## src/rtl/muldiv_pkg.sv

```systemverilog
// Shared types and helpers for the HI/LO multiply/divide unit.
// Imported by muldiv_unit and the hazard unit.
package muldiv_pkg;

  localparam int MAX_W = 64;

  typedef enum logic [1:0] {
    IDLE = 2'd0,
    RUN  = 2'd1,
    DONE = 2'd2
  } muldiv_state_t;

  localparam logic OP_MULT = 1'b0;
  localparam logic OP_DIV  = 1'b1;

  // Callers size-cast in and out; low bits are exact for any width.
  function automatic logic [MAX_W-1:0] twos_neg(
    input logic [MAX_W-1:0] x
  );
    return ~x + MAX_W'(1);
  endfunction

endpackage

```

## src/rtl/muldiv_if.sv

```systemverilog
// Issue/result bundle between EX stage and the mul/div unit.
// master = EX/decoder side, slave = muldiv_unit.
interface muldiv_if #(
  parameter int WIDTH = 32
);
  logic             start;
  logic             is_div;
  logic [WIDTH-1:0] a;
  logic [WIDTH-1:0] b;
  logic             busy;
  logic             done;
  logic [WIDTH-1:0] hi;
  logic [WIDTH-1:0] lo;

  modport master (
    output start, is_div, a, b,
    input  busy, done, hi, lo
  );

  modport slave (
    input  start, is_div, a, b,
    output busy, done, hi, lo
  );
endinterface

```

## src/rtl/muldiv_step.sv

```systemverilog
// One shift-add (MULT) or restoring-subtract (DIV) iteration.
// work = {upper, lower}; shreg = multiplier or dividend.
module muldiv_step
  import muldiv_pkg::*;
#(
  parameter int WIDTH = 32
) (
  input  logic               is_div,
  input  logic [2*WIDTH-1:0] work,
  input  logic [WIDTH-1:0]   opnd,
  input  logic [WIDTH-1:0]   shreg,
  output logic [2*WIDTH-1:0] work_nxt,
  output logic [WIDTH-1:0]   shreg_nxt
);

  logic [WIDTH:0]   acc;
  logic [WIDTH:0]   rem_sh;
  logic [WIDTH-1:0] diff;

  always_comb begin
    acc = {1'b0, work[2*WIDTH-1:WIDTH]}
        + {1'b0, (shreg[0] ? opnd : '0)};
    rem_sh = {work[2*WIDTH-1:WIDTH], shreg[WIDTH-1]};
    diff = rem_sh[WIDTH-1:0] - opnd;
    if (is_div == OP_DIV) begin
      if (rem_sh >= {1'b0, opnd}) begin
        work_nxt = {diff, work[WIDTH-2:0], 1'b1};
      end else begin
        work_nxt = {rem_sh[WIDTH-1:0], work[WIDTH-2:0], 1'b0};
      end
      shreg_nxt = {shreg[WIDTH-2:0], 1'b0};
    end else begin
      work_nxt = {acc, work[WIDTH-1:1]};
      shreg_nxt = {1'b0, shreg[WIDTH-1:1]};
    end
  end

endmodule

```

## src/rtl/muldiv_unit.sv

```systemverilog
// Multi-cycle signed MULT/DIV owning the HI/LO pair.
// WIDTH iterations on magnitudes, sign fix-up on the last one.
module muldiv_unit
  import muldiv_pkg::*;
#(
  parameter int WIDTH = 32
) (
  input logic     clk,
  input logic     reset,
  muldiv_if.slave bus
);

  localparam int W2 = 2 * WIDTH;
  localparam int CW = $clog2(WIDTH);

  muldiv_state_t state_q, state_d;
  logic             is_div_q, is_div_d;
  logic             sign_a_q, sign_a_d;
  logic             sign_b_q, sign_b_d;
  logic             b_zero_q, b_zero_d;
  logic [WIDTH-1:0] opnd_q, opnd_d;
  logic [WIDTH-1:0] shreg_q, shreg_d;
  logic [W2-1:0]    work_q, work_d;
  logic [CW-1:0]    cnt_q, cnt_d;
  logic [WIDTH-1:0] hi_q, hi_d;
  logic [WIDTH-1:0] lo_q, lo_d;
  logic             busy_q, busy_d;
  logic             done_q, done_d;

  logic [W2-1:0]    work_nxt;
  logic [WIDTH-1:0] shreg_nxt;
  logic [WIDTH-1:0] abs_a, abs_b;
  logic [WIDTH-1:0] quot, rem;
  logic             neg_res;

  muldiv_step #(.WIDTH(WIDTH)) u_step (
    .is_div    (is_div_q),
    .work      (work_q),
    .opnd      (opnd_q),
    .shreg     (shreg_q),
    .work_nxt  (work_nxt),
    .shreg_nxt (shreg_nxt)
  );

  always_comb begin
    state_d  = state_q;
    is_div_d = is_div_q;
    sign_a_d = sign_a_q;
    sign_b_d = sign_b_q;
    b_zero_d = b_zero_q;
    opnd_d   = opnd_q;
    shreg_d  = shreg_q;
    work_d   = work_q;
    cnt_d    = cnt_q;
    hi_d     = hi_q;
    lo_d     = lo_q;
    abs_a = bus.a[WIDTH-1]
          ? WIDTH'(twos_neg(MAX_W'(bus.a))) : bus.a;
    abs_b = bus.b[WIDTH-1]
          ? WIDTH'(twos_neg(MAX_W'(bus.b))) : bus.b;
    neg_res = sign_a_q ^ sign_b_q;
    quot = work_nxt[WIDTH-1:0];
    rem  = work_nxt[W2-1:WIDTH];
    unique case (state_q)
      IDLE: begin
        if (bus.start) begin
          state_d  = RUN;
          is_div_d = bus.is_div;
          sign_a_d = bus.a[WIDTH-1];
          sign_b_d = bus.b[WIDTH-1];
          b_zero_d = (bus.b == '0);
          work_d   = '0;
          cnt_d    = CW'(WIDTH - 1);
          opnd_d   = bus.is_div ? abs_b : abs_a;
          shreg_d  = bus.is_div ? abs_a : abs_b;
        end
      end
      RUN: begin
        work_d  = work_nxt;
        shreg_d = shreg_nxt;
        cnt_d   = cnt_q - CW'(1);
        if (cnt_q == '0) begin
          state_d = DONE;
          if (is_div_q == OP_DIV) begin
            // Divide by zero reports all-ones quotient whatever the sign.
            lo_d = b_zero_q ? '1
                 : neg_res ? WIDTH'(twos_neg(MAX_W'(quot))) : quot;
            hi_d = sign_a_q
                 ? WIDTH'(twos_neg(MAX_W'(rem))) : rem;
          end else begin
            {hi_d, lo_d} = neg_res
                         ? W2'(twos_neg(MAX_W'(work_nxt)))
                         : work_nxt;
          end
        end
      end
      DONE: state_d = IDLE;
      default: state_d = IDLE;
    endcase
    busy_d = (state_d != IDLE);
    done_d = (state_d == DONE);
  end

  always_ff @(posedge clk or posedge reset) begin
    if (reset) begin
      state_q  <= IDLE;
      is_div_q <= 1'b0;
      sign_a_q <= 1'b0;
      sign_b_q <= 1'b0;
      b_zero_q <= 1'b0;
      opnd_q   <= '0;
      shreg_q  <= '0;
      work_q   <= '0;
      cnt_q    <= '0;
      hi_q     <= '0;
      lo_q     <= '0;
      busy_q   <= 1'b0;
      done_q   <= 1'b0;
    end else begin
      state_q  <= state_d;
      is_div_q <= is_div_d;
      sign_a_q <= sign_a_d;
      sign_b_q <= sign_b_d;
      b_zero_q <= b_zero_d;
      opnd_q   <= opnd_d;
      shreg_q  <= shreg_d;
      work_q   <= work_d;
      cnt_q    <= cnt_d;
      hi_q     <= hi_d;
      lo_q     <= lo_d;
      busy_q   <= busy_d;
      done_q   <= done_d;
    end
  end

  assign bus.busy = busy_q;
  assign bus.done = done_q;
  assign bus.hi   = hi_q;
  assign bus.lo   = lo_q;

endmodule

```

## src/flat_wrapper.sv

```systemverilog
// flat-port wrapper written by rule: the top's interface ports become plain ports
module muldiv_unit_flat import muldiv_pkg::*;
#(
  parameter int WIDTH = 32
)
  (clk, reset, bus_start, bus_is_div, bus_a, bus_b, bus_busy, bus_done, bus_hi, bus_lo);
  muldiv_if #(.WIDTH(WIDTH)) bus_i ();
  input logic clk;
  input logic reset;
  input wire logic [$bits(bus_i.start)-1:0] bus_start;
  input wire logic [$bits(bus_i.is_div)-1:0] bus_is_div;
  input wire logic [$bits(bus_i.a)-1:0] bus_a;
  input wire logic [$bits(bus_i.b)-1:0] bus_b;
  output wire logic [$bits(bus_i.busy)-1:0] bus_busy;
  output wire logic [$bits(bus_i.done)-1:0] bus_done;
  output wire logic [$bits(bus_i.hi)-1:0] bus_hi;
  output wire logic [$bits(bus_i.lo)-1:0] bus_lo;
  assign bus_i.start = bus_start;
  assign bus_i.is_div = bus_is_div;
  assign bus_i.a = bus_a;
  assign bus_i.b = bus_b;
  assign bus_busy = bus_i.busy;
  assign bus_done = bus_i.done;
  assign bus_hi = bus_i.hi;
  assign bus_lo = bus_i.lo;
  muldiv_unit #(.WIDTH(WIDTH)) u_core (.clk(clk), .reset(reset), .bus(bus_i));
endmodule
```

## config.mk

```make
export PLATFORM = sky130hd
export DESIGN_NAME = muldiv_unit_flat
export DESIGN_NICKNAME = d
export VERILOG_FILES = /design/src/rtl/muldiv_pkg.sv /design/src/rtl/muldiv_if.sv /design/src/rtl/muldiv_step.sv /design/src/rtl/muldiv_unit.sv /design/src/flat_wrapper.sv
export SDC_FILE = /design/constraint.sdc
export NUM_CORES = 1
export LEC_CHECK = 0
export ABC_AREA = 1
export CAP_MARGIN = 25
export CORE_ASPECT_RATIO = 1.5
export CORE_UTILIZATION = 60
export DETAILED_ROUTE_END_ITERATION = 10
export DONT_BUFFER_PORTS = 1
export HOLD_SLACK_MARGIN = 0.05
export PLACE_DENSITY = 0.73
export SLEW_MARGIN = 5
export SYNTH_ARGS = -nofsm -noshare
export SYNTH_HDL_FRONTEND = slang
export SYNTH_SLANG_ARGS = --single-unit
export TNS_END_PERCENT = 5
```

## constraint.sdc

```tcl
create_clock -name clk -period 11.5 [get_ports clk]
set_input_delay 1.15 -clock clk [delete_from_list [all_inputs] [get_ports clk]]
set_output_delay 1.15 -clock clk [all_outputs]
set_load 0.02 [all_outputs]
```

After elaboration in Yosys (flattened, before gate mapping)
Index checks and enable logic that the tools add are counted.
{ "classes": {"add_sub_neg": 8, "n_lt_le_gt_ge": 1, "n_eq_ne": 3, "mux": 23, "bitwise": 6, "reduce_logical": 8} }
{ "ops": {"columns": ["cell", "count"], "rows": [
  ["$mux 32", 12],
  ["$mux 64", 4],
  ["$add 32x1->32 const B", 4],
  ["$not 32->32", 4],
  ["$pmux 64 s2", 1],
  ["$add 64x1->64 const B", 1],
  ["$not 64->64", 1],
  ["$pmux 32 s2", 1],
  ["$add 32x32->33", 1],
  ["$ge 33x32->1", 1],
  ["$logic_not 32->1", 1],
  ["$sub 32x32->32", 1],
  ["$pmux 5 s2", 1],
  ["$reduce_and 2->1", 3],
  ["$logic_not 5->1", 1],
  ["$mux 5", 1],
  ["$sub 5x1->5 const B", 1],
  ["$mux 2", 2],
  ["$pmux 2 s2", 1],
  ["$reduce_bool 2->1", 2],
  ["$eq 2x1->1 const B", 1],
  ["$eq 2x2->1 const B", 1],
  ["$logic_not 2->1", 1],
  ["$ne 2x2->1 const B", 1],
  ["$xor 1x1->1", 1]
]} }
{ "word_totals": {"register_bits": 205, "inputBits": 68, "output_inout_bits": 66, "wordCells": 62} }

Depth between registers and ports, before layout
{ "depth": {"depth_word": 8, "mapped_depth": 32, "ltp_nobuf": 31} }

Hierarchy
Synthesis repeated with hierarchy kept, for this count alone.
{ "hier_totals": {"cells_unflattened": 3284, "area_unflattened_um2": 19333.5} }
{ "by_module_without_submodules": {"columns": ["mod", "instances", "cells_each", "area_each_um2", "seq_area_each_um2"], "rows": [
  ["muldiv_unit", 1, 1926, 12824.8, 5129.9],
  ["muldiv_step", 1, 1358, 6508.7, 0.0]
]} }

Worst setup path after synthesis
Ideal clock, no wire load.
{ "synth_timing": {"path_kind": "flip-flop to flip-flop", "from": "register u_core.work_q[39]", "to": "register u_core.hi_q[22], in the netlist u_core.bus.hi[22]", "setup_time_ps": 117, "t_arrival_ps": 3360, "required_time_ps": 11383, "path_slack_ps": 8023, "stages_incl_launch_ff": 31, "n_path_buf": 1, "synth_period_minus_slack_ps": 3477, "cell_sequence": "dfrtp_1 > ha_1 > nand2_2 > inv_1 > nand2_1 > nand2_1 > clkinv_1 > nand3_2 > nand2_2 > nand2_2 > nand2_4 > buf_6 > nand3_2 > o21ai_2 > ha_1 > nand2_1 > nor2_1 > nand2_2 > nor2_2 > nand4_1 > nand2b_1 > nor2_2 > nand2_1 > nor2_1 > nand3_1 > a21oi_1 > nand2_1 > nand2_1 > nand2_1 > nand3_1 > nand2_1"} }
{ "synth_between": {"elab_chain_cells": 7, "word_cells_on_any_way": 12, "classes_between": "4 x add/sub; 1 x order compare; 5 x mux; 2 x bitwise"} }
{ "synth_lines": {"columns": ["item", "line_no", "source"], "rows": [
  ["start: declaration", "muldiv_unit.sv:23", "logic [W2-1:0] work_q, work_d;"],
  ["start signal: assignment", "muldiv_unit.sv:127", "work_q <= work_d;"],
  ["$sub 32x32->32 / $ge 33x32->1 (equally long branches)", "muldiv_step.sv:24, muldiv_step.sv:26", null],
  ["$mux 64", "muldiv_step.sv:26", "if (rem_sh >= {1'b0, opnd}) begin"],
  ["$mux 64 (*)", "muldiv_step.sv:25", "if (is_div == OP_DIV) begin"],
  ["$not 64->64 / $not 32->32 (equally long branches)", "muldiv_pkg.sv:20", "return ~x + MAX_W'(1);"],
  ["$add 64x1->64 / $add 32x1->32 (equally long branches)", "muldiv_pkg.sv:20", null],
  ["$mux 64 / $mux 32 (equally long branches)", "muldiv_unit.sv:92, muldiv_unit.sv:89", null],
  ["$mux 32 (*)", "muldiv_unit.sv:84", "if (is_div_q == OP_DIV) begin"],
  ["end signal: assignment", "muldiv_unit.sv:129", "hi_q <= hi_d;"],
  ["end: declaration", "muldiv_unit.sv:25", "logic [WIDTH-1:0] hi_q, hi_d;"]
]} }
Every way passes the cells marked *; elsewhere a longest branch is shown, timed or not.
A chain may end at the register's enable or synchronous reset.

Final worst setup path
{ "layout_timing": {"from": "register u_core.shreg_q[0]", "to": "register u_core.hi_q[22], in the netlist u_core.bus.hi[22]"} }
{ "layout_between": {"elab_chain_cells": 7, "word_cells_on_any_way": 10, "classes_between": "3 x add/sub; 5 x mux; 2 x bitwise"} }
{ "layout_lines": {"columns": ["item", "line_no", "source"], "rows": [
  ["start: declaration", "muldiv_unit.sv:22", "logic [WIDTH-1:0] shreg_q, shreg_d;"],
  ["start signal: assignment", "muldiv_unit.sv:126", "shreg_q <= shreg_d;"],
  ["$mux 32 (*)", "muldiv_step.sv:22", "+ {1'b0, (shreg[0] ? opnd : '0)};"],
  ["$add 32x32->33 (*)", "muldiv_step.sv:22", null],
  ["$mux 64 (*)", "muldiv_step.sv:25", null],
  ["$not 64->64 / $not 32->32 (equally long branches)", "muldiv_pkg.sv:20", null],
  ["$add 64x1->64 / $add 32x1->32 (equally long branches)", "muldiv_pkg.sv:20", null],
  ["$mux 64 / $mux 32 (equally long branches)", "muldiv_unit.sv:92, muldiv_unit.sv:89", null],
  ["$mux 32 (*)", "muldiv_unit.sv:84", null]
]} }
Marks and branches as above.

==> flow_metrics.py <==
metrics = {
    "grt": {
        "grt_pass1_wl_um": 117000,
        "grt_pass1_vias": 20400,
        "grtUsageMet1": 0.517,
        "grt_max_degree": 98,
        "grt_use_met3": 0.124,
        "grt_usage": 0.478,
        "met2_usage": 0.791,
        "grt_overflow": 0,
        "grt_antenna_before_repair": 2,
        "grt_busiest_layer": "met2",
    },
    "synth": {
        "seq_area_frac_synth": 0.271,
        "synth.most_common_cell": "nand2_1",
        "synth_ff_type": "dfrtp_1",
        "synthArstFlopShare": 1.00,
        "yosys.area.top_type": "dfrtp_1",
        "ys_ff_latch": 205,
        "ys_top_cells_by_count": "949 x nand2_1, 472 x inv_1, 305 x nor2_1, 230 x nand3_1, 205 x dfrtp_1",
        "netlist_area_um2": 18900,
        "synth.yosys.warnings": 0,
        "syn_nets": 3211,
        "synth_edf_count": 0,
        "synthDistinctLibCells": 59,
        "syn_inst": 3072,
        "synth_area_per_cell_um2": 6.17,
        "synth_top_area_share": 0.271,
        "ys_top_cells_by_area": "dfrtp_1 27%, nand2_1 19%, inv_1 9.4%",
    },
    "timing": {
        "rsz0062_at_grt": "no",
        "slew_viol_final": 0,
        "slew-limit-headroom": 0.320,
        "fin_crit_ns": 4.82,
        "hold_violations": 0,
        "worst_slew_pin_slew_ns": 1.02,
        "fmax_mhz": 208,
        "period_share": 0.419,
        "skew_ns": 0.0169,
        "setup_viol": 0,
        "setup_tns_ns": 0,
    },
    "floorplanning": {
        "initial_utilization": 0.610,
        "ios": 134,
        "core_region_area_um2": 31000,
        "dieHeight_um": 220,
        "die_x_um": 147,
        "fp.dieArea_um2": 32300,
        "rows": 79,
    },
    "placed_design": {
        "port_buffers": 0,
        "gp_congestion": 1.08,
        "dp_hpwl_um": 58200,
    },
    "worst_setup_path": {
        "worst-path-max-fanout": 34,
        "r2r_cells": 26,
        "end_kind": "flop",
        "ff2ff_setup_slack_ns": 6.68,
        "cp.required_ns": 11.94,
        "reg2reg_from": "u_core.shreg_q[0]$_DFFE_PP0P_",
        "worstPathArrival_ns": 5.26,
        "timing.rr.end": "u_core.bus.hi[22]$_DFFE_PP0P_",
        "start_kind": "flop",
        "critPathKind": "flop to flop",
    },
    "clock_tree": {
        "htree_levels": 1,
        "hold_buffers": 0,
        "cts_resized": 0,
        "cts_buffers": 23,
        "cts_setup_buffers": 0,
        "insertion_delay_ns": 0.55,
        "cts_tree": "yes",
        "clockBufferDepth": 3,
        "cts.sinks": 205,
        "path_clk_slew_ns": 0.07,
        "clockRootBuffer": "clkbuf_16",
    },
    "detailed_routing": {
        "routed-via-count": 21500,
        "detail-route-antenna-nets": 0,
        "wirelength_um": 76900,
        "drt-initial-drc-count": 2819,
        "dr.pass1.iters": 6,
        "drc_errors": 0,
        "viasPerCell": 6.26,
        "drt-wirelength-per-cell_um": 22.4,
    },
    "run": {
        "maxCapViolCount": 0,
    },
    "final_layout": {
        "drive_gt1_frac": 0.0535,
        "nets": 3148,
        "syn2layout_area_growth_pct": 5.01,
    },
    "outcome": {
        "status": "complete, no violations",
    },
    "hold_path": {
        "min_path_type": "input pin to asynchronous set/reset pin",
    },
}
routing by layer:
metal	part of all wire	up-vias
met4	0.095	0
li1	-	9734
met1	0.34	9847
met5	0	-
met3	0.11	415
met2	0.46	1492
per-stage QoR:
stage | util | hold WS [ns] | setup WS (ns) | cell area (µm²) | instances
final | 0.641 | 0.501 | 6.68 | 19900 | 3434
after floorplan | - | 0.447 | 4.75 | 18900 | 3072
after global placement | 0.615 | 0.479 | 6.86 | 19100 | 3388
after global routing | 0.641 | 0.538 | 6.27 | 19900 | 3431
after CTS | 0.641 | 0.506 | 6.91 | 19900 | 3431
after detailed placement | 0.616 | 0.486 | 6.72 | 19100 | 3389
critical path, stage by stage (launching register included):
cell,delay [ns]
dfrtp_1,0.33
buf_4,0.40
nand2_1,0.14
inv_1,0.08
ha_1,0.25
inv_1,0.08
fa_1,0.37
inv_1,0.11
nand2_1,0.09
inv_1,0.09
a21oi_1,0.09
o21bai_1,0.68
nand2_1,0.15
nand2_1,0.10
nand2_1,0.05
nand3_1,0.16
nand3_1,0.33
nor2_1,0.26
nand2_1,0.12
nor2_1,0.25
nand2_1,0.15
nand2_1,0.09
nand2_1,0.08
nand2_1,0.08
nand2_1,0.05
nand3_1,0.08
nand2_1,0.06
flip-flops by register name, summed over array words and instances (netlist names):
register and cells:
u_core.sign_b_q 1, u_core.bus.lo 32, u_core.cnt_q 5, u_core.sign_a_q 1
u_core.bus.hi 32, u_core.is_div_q 1, u_core.work_q 64, u_core.shreg_q 32
u_core.b_zero_q 1, u_core.bus.done 1, u_core.opnd_q 32, u_core.state_q 2
u_core.bus.busy 1
logic make-up (layout without fill, tap and decap cells):
family                     Yosys count  count (layout)  synth area share
and+or+nand+nor                   1673            1673             0.378
adders and majority gates           71              71            0.0477
buffers and inverters              599             553             0.124
DFF                                205             205             0.271
AOI/OAI and AO/OA                  437             437             0.139
xor gates and xnor gates            87              87            0.0402
other                                0               3                 0
layout make-up:
cell class                      count  area (µm²)
Antenna cell                        3        7.51
Tap cell                          405         507
Clock buffer                       32         649
Inverter                          494        1860
Sequential cell                   205        5130
Timing Repair Buffer               17         131
Clock inverter                     10         120
Multi-Input combinational cell   2268       11500
Fill cell                        2940       11100
worst max-delay path by stage:
| stage | cells past startpoint | to | slack (ns) | start |
|---|---|---|---|---|
| after global routing | 28 | u_core.bus.hi[22]$_DFFE_PP0P_ | 6.27 | u_core.work_q[51]$_DFFE_PP0P_ |
| after CTS | 26 | u_core.bus.hi[23]$_DFFE_PP0P_ | 6.91 | u_core.shreg_q[0]$_DFFE_PP0P_ |
| final | 26 | u_core.bus.hi[22]$_DFFE_PP0P_ | 6.68 | u_core.shreg_q[0]$_DFFE_PP0P_ |
| after floorplan | 1 | u_core.b_zero_q$_DFFE_PP0P_ | 4.75 | reset |
| after detailed placement | 10 | u_core.cnt_q[4]$_DFFE_PP0P_ | 6.72 | bus_start |
| after global placement | 5 | u_core.opnd_q[21]$_DFFE_PP0P_ | 6.86 | bus_start |
cells in the final DEF, fill, tap and decap left out, drive strengths merged, types with 17 or more instances in the layout:
master  netlist  routed
a21oi        96      96
a31oi        23      23
buf          42      17
clkbuf       63      32
dfrtp       205     205
ha           69      69
inv         489     491
nand2       964     964
nand3       241     241
nand4        70      70
nor2        332     332
nor3         32      32
o211ai       28      28
o21ai       179     179
o221ai       19      19
o22ai        36      36
xor2         78      78
Power is not shown: default switching activity piles up to over one toggle a cycle in this logic, so the estimate is an artifact.
